$ cat config.mk
export PLATFORM = sky130hd
export DESIGN_NAME = vram_fill
export DESIGN_NICKNAME = d
export VERILOG_FILES = /design/src/rtl/vram_pkg.sv /design/src/rtl/rect_clip.sv /design/src/rtl/vram_fill.sv
export SDC_FILE = /design/constraint.sdc
export NUM_CORES = 1
export LEC_CHECK = 0
export CAP_MARGIN = 25
export CORE_MARGIN = 1
export CORE_UTILIZATION = 50
export DETAILED_ROUTE_END_ITERATION = 8
export PLACE_DENSITY = 0.83
export SLEW_MARGIN = 20
export SYNTH_ARGS = -nofsm -noshare
export SYNTH_HDL_FRONTEND = slang
export SYNTH_SLANG_ARGS = --single-unit
export TNS_END_PERCENT = 30
$ cat constraint.sdc
create_clock -name clock -period 2.6 [get_ports clock]
set_clock_uncertainty 0.1 [all_clocks]
set_input_delay 0.26 -clock clock [delete_from_list [all_inputs] [get_ports clock]]
set_output_delay 0.26 -clock clock [all_outputs]
set_load 0.005 [all_outputs]
$ cat src/rtl/vram_pkg.sv
// Shared types and framebuffer geometry defaults for the rectangle-fill engine.
package vram_pkg;
   localparam int          DEF_FB_WIDTH  = 160;
   localparam int          DEF_FB_HEIGHT = 120;
   localparam logic [15:0] DEF_FB_BASE   = 16'h0000;

   typedef logic [11:0] color_t;

   typedef enum logic [1:0] {IDLE, SETUP, FILL, DONE} fill_state_t;

   function automatic logic [15:0] pack_pixel(color_t c);
      return {4'h0, c};
   endfunction
endpackage

$ cat src/rtl/rect_clip.sv
// Clips a rectangle against the framebuffer: exclusive end coordinates plus an empty flag.
module rect_clip
   import vram_pkg::*;
#(
   parameter int FB_WIDTH  = DEF_FB_WIDTH,
   parameter int FB_HEIGHT = DEF_FB_HEIGHT
) (
   input  logic [7:0] x0_i,
   input  logic [6:0] y0_i,
   input  logic [7:0] w_i,
   input  logic [6:0] h_i,
   output logic [8:0] x_end_o,
   output logic [7:0] y_end_o,
   output logic       empty_o
);
   localparam logic [8:0] XLIM = 9'(FB_WIDTH);
   localparam logic [7:0] YLIM = 8'(FB_HEIGHT);

   // One extra bit so x0+w / y0+h never wrap before the clamp.
   logic [8:0] x_sum;
   logic [7:0] y_sum;

   assign x_sum   = {1'b0, x0_i} + {1'b0, w_i};
   assign y_sum   = {1'b0, y0_i} + {1'b0, h_i};
   assign x_end_o = (x_sum > XLIM) ? XLIM : x_sum;
   assign y_end_o = (y_sum > YLIM) ? YLIM : y_sum;
   assign empty_o = (w_i == 8'd0) || (h_i == 7'd0) ||
                    ({1'b0, x0_i} >= XLIM) || ({1'b0, y0_i} >= YLIM);
endmodule

$ cat src/rtl/vram_fill.sv
// Solid-colour rectangle fill into the framebuffer; one clipped word write per unstalled cycle.
module vram_fill
   import vram_pkg::*;
#(
   parameter int          FB_WIDTH  = DEF_FB_WIDTH,
   parameter int          FB_HEIGHT = DEF_FB_HEIGHT,
   parameter logic [15:0] FB_BASE   = DEF_FB_BASE
) (
   input  logic        clock,
   input  logic        reset_n,
   input  logic        cmd_valid,
   output logic        cmd_ready,
   input  logic [7:0]  cmd_x0,
   input  logic [6:0]  cmd_y0,
   input  logic [7:0]  cmd_w,
   input  logic [6:0]  cmd_h,
   input  logic [11:0] cmd_color,
   input  logic        hold,
   output logic [15:0] address_ram,
   output logic [15:0] data_ram,
   output logic        wren_ram,
   output logic        busy,
   output logic        done
);
   localparam logic [15:0] ROW_STRIDE = 16'(FB_WIDTH);

   fill_state_t state_q, state_d;
   logic [7:0]  x0_q, x0_d, w_q, w_d, x_q, x_d;
   logic [6:0]  y0_q, y0_d, h_q, h_d, y_q, y_d;
   color_t      color_q, color_d;
   logic [8:0]  x_end_q, x_end_d;
   logic [7:0]  y_end_q, y_end_d;
   logic [15:0] row_base_q, row_base_d;

   logic [8:0]  clip_x_end;
   logic [7:0]  clip_y_end;
   logic        clip_empty;
   logic        x_last, y_last;

   rect_clip #(.FB_WIDTH(FB_WIDTH), .FB_HEIGHT(FB_HEIGHT)) u_clip (
      .x0_i    (x0_q),
      .y0_i    (y0_q),
      .w_i     (w_q),
      .h_i     (h_q),
      .x_end_o (clip_x_end),
      .y_end_o (clip_y_end),
      .empty_o (clip_empty)
   );

   // Ends are only compared in FILL, where the rectangle is known non-empty (ends >= 1).
   assign x_last = ({1'b0, x_q} == (x_end_q - 9'd1));
   assign y_last = ({1'b0, y_q} == (y_end_q - 8'd1));

   always_comb begin
      state_d    = state_q;
      x0_d       = x0_q;
      y0_d       = y0_q;
      w_d        = w_q;
      h_d        = h_q;
      color_d    = color_q;
      x_d        = x_q;
      y_d        = y_q;
      x_end_d    = x_end_q;
      y_end_d    = y_end_q;
      row_base_d = row_base_q;
      case (state_q)
         IDLE: if (cmd_valid) begin
            x0_d    = cmd_x0;
            y0_d    = cmd_y0;
            w_d     = cmd_w;
            h_d     = cmd_h;
            color_d = cmd_color;
            state_d = SETUP;
         end
         SETUP: begin
            x_d        = x0_q;
            y_d        = y0_q;
            x_end_d    = clip_x_end;
            y_end_d    = clip_y_end;
            row_base_d = FB_BASE + ({9'd0, y0_q} * ROW_STRIDE);
            state_d    = clip_empty ? DONE : FILL;
         end
         FILL: if (!hold) begin
            if (x_last) begin
               x_d        = x0_q;
               y_d        = y_q + 7'd1;
               row_base_d = row_base_q + ROW_STRIDE;
               if (y_last) state_d = DONE;
            end else begin
               x_d = x_q + 8'd1;
            end
         end
         DONE:    state_d = IDLE;
         default: state_d = IDLE;
      endcase
   end

   always_ff @(posedge clock or negedge reset_n) begin
      if (!reset_n) begin
         state_q    <= IDLE;
         x0_q       <= '0;
         y0_q       <= '0;
         w_q        <= '0;
         h_q        <= '0;
         color_q    <= '0;
         x_q        <= '0;
         y_q        <= '0;
         x_end_q    <= '0;
         y_end_q    <= '0;
         row_base_q <= '0;
      end else begin
         state_q    <= state_d;
         x0_q       <= x0_d;
         y0_q       <= y0_d;
         w_q        <= w_d;
         h_q        <= h_d;
         color_q    <= color_d;
         x_q        <= x_d;
         y_q        <= y_d;
         x_end_q    <= x_end_d;
         y_end_q    <= y_end_d;
         row_base_q <= row_base_d;
      end
   end

   // Outputs decode straight from state so an async reset kills wren_ram immediately.
   assign cmd_ready   = (state_q == IDLE);
   assign busy        = (state_q != IDLE);
   assign done        = (state_q == DONE);
   assign wren_ram    = (state_q == FILL) && !hold;
   assign address_ram = (state_q == FILL) ? (row_base_q + {8'd0, x_q}) : 16'd0;
   assign data_ram    = (state_q == FILL) ? pack_pixel(color_q) : 16'd0;
endmodule

==> results of run 1 <==
[cells by family (layout without fill, tap and decap cells)]
| kind of cell | after synthesis | after routing | synth area share |
|---|---|---|---|
| simple gates | 186 | 186 | 0.177 |
| fa+ha+maj | 40 | 40 | 0.0887 |
| buf+inv | 66 | 188 | 0.0463 |
| other cells | 1 | 4 | 0.000636 |
| compound gates | 146 | 147 | 0.176 |
| xor+xnor | 39 | 39 | 0.0579 |
| mux | 44 | 44 | 0.0845 |
| flops | 87 | 87 | 0.369 |
[power breakdown]
| group | switching (mW) | internal (mW) |
|---|---|---|
| registers | 0.731 | 2.03 |
| logic | 3.74 | 3.58 |
| clock network | 0.524 | 0.864 |
| total | 5.00 | 6.47 |
[worst max-delay path by stage]
stage                                       from                    endpoint  slack [ps]
after global placement    x_end_q[2]$_DFFE_PN0P_  row_base_q[12]$_DFFE_PN0P_          10
after detailed placement     y0_q[0]$_DFFE_PN0P_  row_base_q[14]$_DFFE_PN0P_        -120
after global routing      x_end_q[0]$_DFFE_PN0P_          x_q[6]$_DFFE_PN0P_        -120
after floorplan           x_end_q[0]$_DFFE_PN0P_      state_q[1]$_DFFE_PN0P_          30
final                         x_q[5]$_DFFE_PN0P_      state_q[1]$_DFFE_PN0P_         -20
after CTS                     x_q[5]$_DFFE_PN0P_              address_ram[8]        -140
[critical path, stage by stage, from the launching register on]
cell	delay [ps]
dfrtp_1	430
buf_4	180
xor2_1	150
a21o_1	180
a2111oi_4	430
o2111ai_4	270
o41ai_4	350
o21ai_2	100
mux2_4	310
[cells in the mapped netlist, types with 8 or more instances]
cell	count	share of area
dfrtp_1	87	0.37
mux2_2	42	0.080
ha_1	37	0.079
inv_1	36	0.023
nand2_1	35	0.022
o21ai_0	35	0.030
nor2_1	34	0.022
a21oi_1	28	0.024
xnor2_1	25	0.037
clkbuf_1	20	0.013
nand3_1	19	0.016
and2_1	18	0.019
nor3_1	15	0.013
nor2b_1	14	0.015
xor2_1	14	0.021
o22ai_1	12	0.013
a211oi_1	9	0.011
a21o_1	8	0.010
[per-stage QoR]
step | instances | instance area (um^2) | setup TNS (ps)
after floorplan | 612 | 5910 | 0
after detailed placement | 849 | 7100 | -597
after CTS | 869 | 7490 | -158
final | 878 | 7710 | -56.3
after global routing | 878 | 7710 | -1710
after global placement | 849 | 7100 | 0
[cell type report]
class	instances	area, um^2
clock inverter	3	67.6
inverter	36	135
clock buffer	12	246
timing repair buffer	137	1240
sequential	87	2180
tap	143	179
multi-input combinational	460	3660
fill	849	3760
[flip-flops by register name (all words and copies together) (netlist names)]
signal / flops
color_q: 12
row_base_q: 11
x_end_q: 9
w_q: 8
x0_q: 8
x_q: 8
y_end_q: 8
h_q: 7
y0_q: 7
y_q: 7
state_q: 2
[what timing repair did]
item	4_1_cts	5_1_grt
gates cloned	0	3
buffers inserted	4	7
pin swaps	8	14
resized for setup	26	41
hold endpoints to repair	36	0
hold buffers	1	0
setup endpoints to repair	20	41
[routing by layer]
metal | vias up | part of all wire
met2 | 198 | 0.48
met3 | 40 | 0.063
li1 | 2441 | -
met5 | - | 0
met4 | 0 | 0.024
met1 | 2543 | 0.43
==> key figures, run 1 <==
Pwr
  • Leak: 3.24 nW
  • Maximum VDD drop: 0.000670 V
  • Power Dens Cells: 1490 nW/um^2
  • Total power: 11.5 mW

Global routing
  • GRT overflow: 0
  • First-pass GRT wire length: 25500 um
  • Pin count of the biggest net entering global routing: 52
  • GR peak layer: met2
  • GRT Overall Usage: 0.258
  • Vias in the first global route: 5187
  • GR Util met3: 0.0445
  • GRT met2 Usage: 0.420
  • Initial antenna violation count: 0
  • M1 GR Usage: 0.345

Layout
  • Synth-to-Final Area Change: 30.8%
  • Fraction of layout cells with a size suffix above 1: 0.242
  • Diodes inserted: 0
  • Nets@finish: approximately 800
  • Final core occ: 0.672
  • Commonest non-fill, non-tap cell in the layout: dfrtp_1
  • Most frequent cells in the layout: dfrtp_1, clkdlybuf4s50_1, buf_4, mux2_2

Synthesis
  • Post-Synthesis Cells: 609
  • Syn Area/Cell: 9.68 um^2
  • #FFs+latches synth: 87
  • Synth warn: 0
  • Sequential-to-total area share from yosys stat: 0.369
  • Synth Flop Type: dfrtp_1
  • Synth async-reset ratio: 1.00
  • Library cells used by synthesis: 72
  • Mapped Area: 5900 um^2
  • Number of flops mapped to enable cells by yosys: 0

Place
  • RePlAce Congestion: 0.922
  • Setup WS pre-CTS: -116 ps
  • IO Port Bufs: 77
  • Post-DP HPWL: roughly 11000 um

Setup path
  • Crit end category: flop
  • Setup Crit Path Kind: reg2reg
  • Startpoint of the worst-slack reg-to-reg timing path: x_q[5]$_DFFE_PN0P_
  • Cell depth of the worst flop-to-flop path: 8
  • Worst EP arrival: 2740 ps
  • RR Endpoint: state_q[1]$_DFFE_PN0P_
  • Startpoint Class: flop
  • Crit path max fanout: 6
  • R2R setup slack: -20 ps
  • Required @ worst endpoint: 2720 ps

Clock network
  • CTS sink count: 87
  • Clk Tree Root Cell: clkbuf_16
  • Clock slew at reported path FFs: 60 ps
  • Num CTS Buffers: 9
  • H-tree levels: 3
  • Clock Path Buffers: 2
  • CTS tree: done
  • Clk Latency, worst-skew pair: ~340 ps

Drt
  • Routed wire length: 15800 um
  • Antenna-violating nets left: 0
  • Total number of vias: 5222
  • Residual DRC count: 0
  • Pre-antenna DRT Iters: 6
  • WL per Instance: between 15 and 20 um
  • Vias per inst: between 5 and 6
  • Starting DRT DRC Count: 403

Timing
  • Final hold vios: 0
  • Tmin final: 2620 ps
  • Max-slew headroom: 0.649
  • Fin Hold WS: roughly 330 ps
  • Final Cycle Share: 1.01
  • Slew @ Worst Pin: approximately 530 ps
  • Slew Viols, Final: 0
  • Final worst setup slack: -17.0 ps
  • Setup Viol. Count Final: 5
  • RSZ-0062 raised after global routing: yes
  • Fmax: 382 MHz

Floorplanning
  • Core area: between 10000 and 15000 um^2
  • Die area: about 12000 um^2
  • Die X: 111 um
  • Initial Util: 0.514
  • Die H: 111 um
  • IO Pins: 82
  • FP Rows: 39

Run
  • Max_cap viols: 0

Outcome
  • Outcome: finished, violations left
  • Failing checks: negative setup slack

Hold path
  • Min-Delay Path Class: in2async
(Power assumes the default switching activity.)
==> run 2: changes to the inputs <==
PLACE_DENSITY = 0.8   (was 0.83)
clock period = 3.08 ns   (was 2.6 ns; I/O delays follow)
==> run 2 against run 1 <==
Against the previous run:
- the flow now finishes without violations
- final cell count is 3.6% lower
- sequential share of layout area up 1.6 points
- power down 21%
- first-iteration DRC count increased by 6.5%
- core utilization decreased by 3.6 points
- cell area is 5.3% lower
- register-to-register slack gained 190 ps
- largest cell class unchanged
- largest power group unchanged
==> key figures, run 2 (synthesis results as in run 1) <==
Outcome
  • Outcome: finished, final reports clean

Setup path
  • Crit path max fanout: 7
  • Worst EP arrival: 2580 ps
  • Startpoint Class: flop
  • Crit end category: output port
  • R2R setup slack: roughly 170 ps
  • Setup Crit Path Kind: reg2out
  • Required @ worst endpoint: between 2000 and 3000 ps
  • Cell depth of the worst flop-to-flop path: 10

Global routing
  • Vias in the first global route: 5138
  • GRT overflow: 0
  • Pin count of the biggest net entering global routing: roughly 50
  • Initial antenna violation count: 0
  • GRT Overall Usage: 0.255
  • First-pass GRT wire length: 25200 um

Hold path
  • Min-Delay Path Class: reg2reg
  • WHS Path Cells: 1

Clock network
  • CTS tree: done
  • Clock slew at reported path FFs: 70 ps
  • Clk Latency, worst-skew pair: ~350 ps
  • CTS sink count: just under 90
  • Clock Path Buffers: 2
  • H-tree levels: 3
  • Clk Tree Root Cell: clkbuf_16
  • Num CTS Buffers: 9

Layout
  • Final-layout fill cell count: 901
  • Diodes inserted: 0
  • Nets@finish: just under 800
  • Most flop-heavy register: color_q
  • Most frequent cells in the layout: dfrtp_1, clkdlybuf4s50_1, mux2_2, inv_1, ha_1
  • Max FFs per register: 12
  • Fraction of layout cells with a size suffix above 1: 0.166
  • Top Registers: color_q x12, row_base_q x11, x_end_q x9
  • Commonest non-fill, non-tap cell in the layout: dfrtp_1
  • Synth-to-Final Area Change: 23.9%

Floorplanning
  • Die area: 12200 um^2
  • Die X: 111 um
  • Die H: 111 um
  • Initial Util: 0.514
  • Core area: 11500 um^2
  • IO Pins: 82
  • FP Rows: 39

Pwr
  • Maximum VDD drop: 0.000590 V
  • Power Dens Cells: 1240 nW/um^2
  • Total power: between 9 and 10 mW
  • Leak: a little over 3 nW

Timing
  • Max-slew headroom: 0.576
  • Slew Viols, Final: 0
  • Slew @ Worst Pin: 636 ps
  • Tmin final: 2990 ps
  • Final hold vios: 0
  • Final Cycle Share: 0.971
  • Fmax: 334 MHz
  • Setup Viol. Count Final: 0
  • Setup TNS: 0 ps

Drt
  • Vias per inst: 6.00
  • WL per Instance: around 18 um
  • Pre-antenna DRT Iters: 4
  • Total number of vias: 5076
  • Starting DRT DRC Count: about 430
  • Routed wire length: 15100 um
  • Antenna-violating nets left: 0
  • Residual DRC count: 0

Place
  • IO Port Bufs: 77
  • RePlAce Congestion: 0.917
  • Post-DP HPWL: 11200 um

Run
  • Max_cap viols: 0
run 2: cell types whose count changed in the layout (fill, tap and decap cells not counted), moves of 3 or more:
| cell | change |
|---|---|
| inv_2 | -3 |
| dlygate4sd2_1 | -3 |
| o21ai_0 | +3 |
| a21oi_2 | -3 |
| ha_2 | -3 |
| buf_4 | -27 |
| ha_1 | +5 |
| buf_2 | -3 |
| clkdlybuf4s50_1 | +8 |
| buf_6 | -3 |
| inv_1 | +3 |
| a21oi_1 | +4 |
run 2: layout make-up:
type | instances | area, um^2 | share of cell area
well taps | 143 | 179 | 0.0245
flip-flops and latches | 87 | 2180 | 0.299
clock buffers | 10 | 239 | 0.0327
multi-input cells | 459 | 3480 | 0.477
clock inverters | 6 | 92.6 | 0.0127
repair buffers | 105 | 993 | 0.136
inverters | 36 | 135 | 0.0185
run 2: worst max-delay path: stages, from the launching register on:
cell             delay, ps
dfrtp_2                450
ha_4                   280
a21oi_1                110
o21bai_2               210
nand3_2                150
or3_1                  380
a21oi_1                150
clkdlybuf4s50_1        520
run 2: stage by stage:
stage | utilization | instance area, um^2 | setup slack, ps | hold slack [ps] | std cells
after floorplan | - | 5910 | 343 | -87.6 | 612
after global placement | 0.601 | 6900 | 350 | 271 | 824
after detailed placement | 0.601 | 6900 | 231 | 279 | 824
after CTS | 0.632 | 7240 | 2.26 | 401 | 841
after global routing | 0.637 | 7300 | -23.4 | 415 | 846
final | 0.637 | 7300 | 88.4 | 396 | 846
run 2: path summary, 6_finish.rpt:
path	from	endpoint
hold reg to reg	color_q[1]$_DFFE_PN0P_	color_q[1]$_DFFE_PN0P_
setup / recovery	x_q[6]$_DFFE_PN0P_	address_ram[12]
setup reg to reg	x_end_q[0]$_DFFE_PN0P_	x_q[1]$_DFFE_PN0P_
max in group asynchronous	reset_n	h_q[0]$_DFFE_PN0P_
min in group asynchronous	reset_n	y0_q[1]$_DFFE_PN0P_
hold / removal	color_q[1]$_DFFE_PN0P_	color_q[1]$_DFFE_PN0P_
run 2: where the power goes:
part | internal (mW) | total (mW) | switching [mW]
Combinational | 2.63 | 5.39 | 2.76
Sequential | 1.71 | 2.45 | 0.740
Clock | 0.739 | 1.22 | 0.484
run 2: what timing repair did:
item,CTS,global route
pin swaps,0,1
gates resized for setup,1,6
setup endpoints to repair,3,4
hold buffers,1,0
hold endpoints to repair,46,0
gates cloned,0,0
setup buffers,0,5
run 2: layer usage:
layer / track usage / wire (um) / up-vias
met2: 0.422 / 7190 / 206
met4: 0.105 / 365 / 0
met5: 0 / 0 / -
met3: 0.0456 / 971 / 30
met1: 0.331 / 6620 / 2458
li1: - / - / 2382
==> run 3: changes to the inputs <==
CTS_CLUSTER_SIZE = 16   (was default)
==> results of run 3 <==
No change in the layout: final DEF, timing and power equal those of run 2.
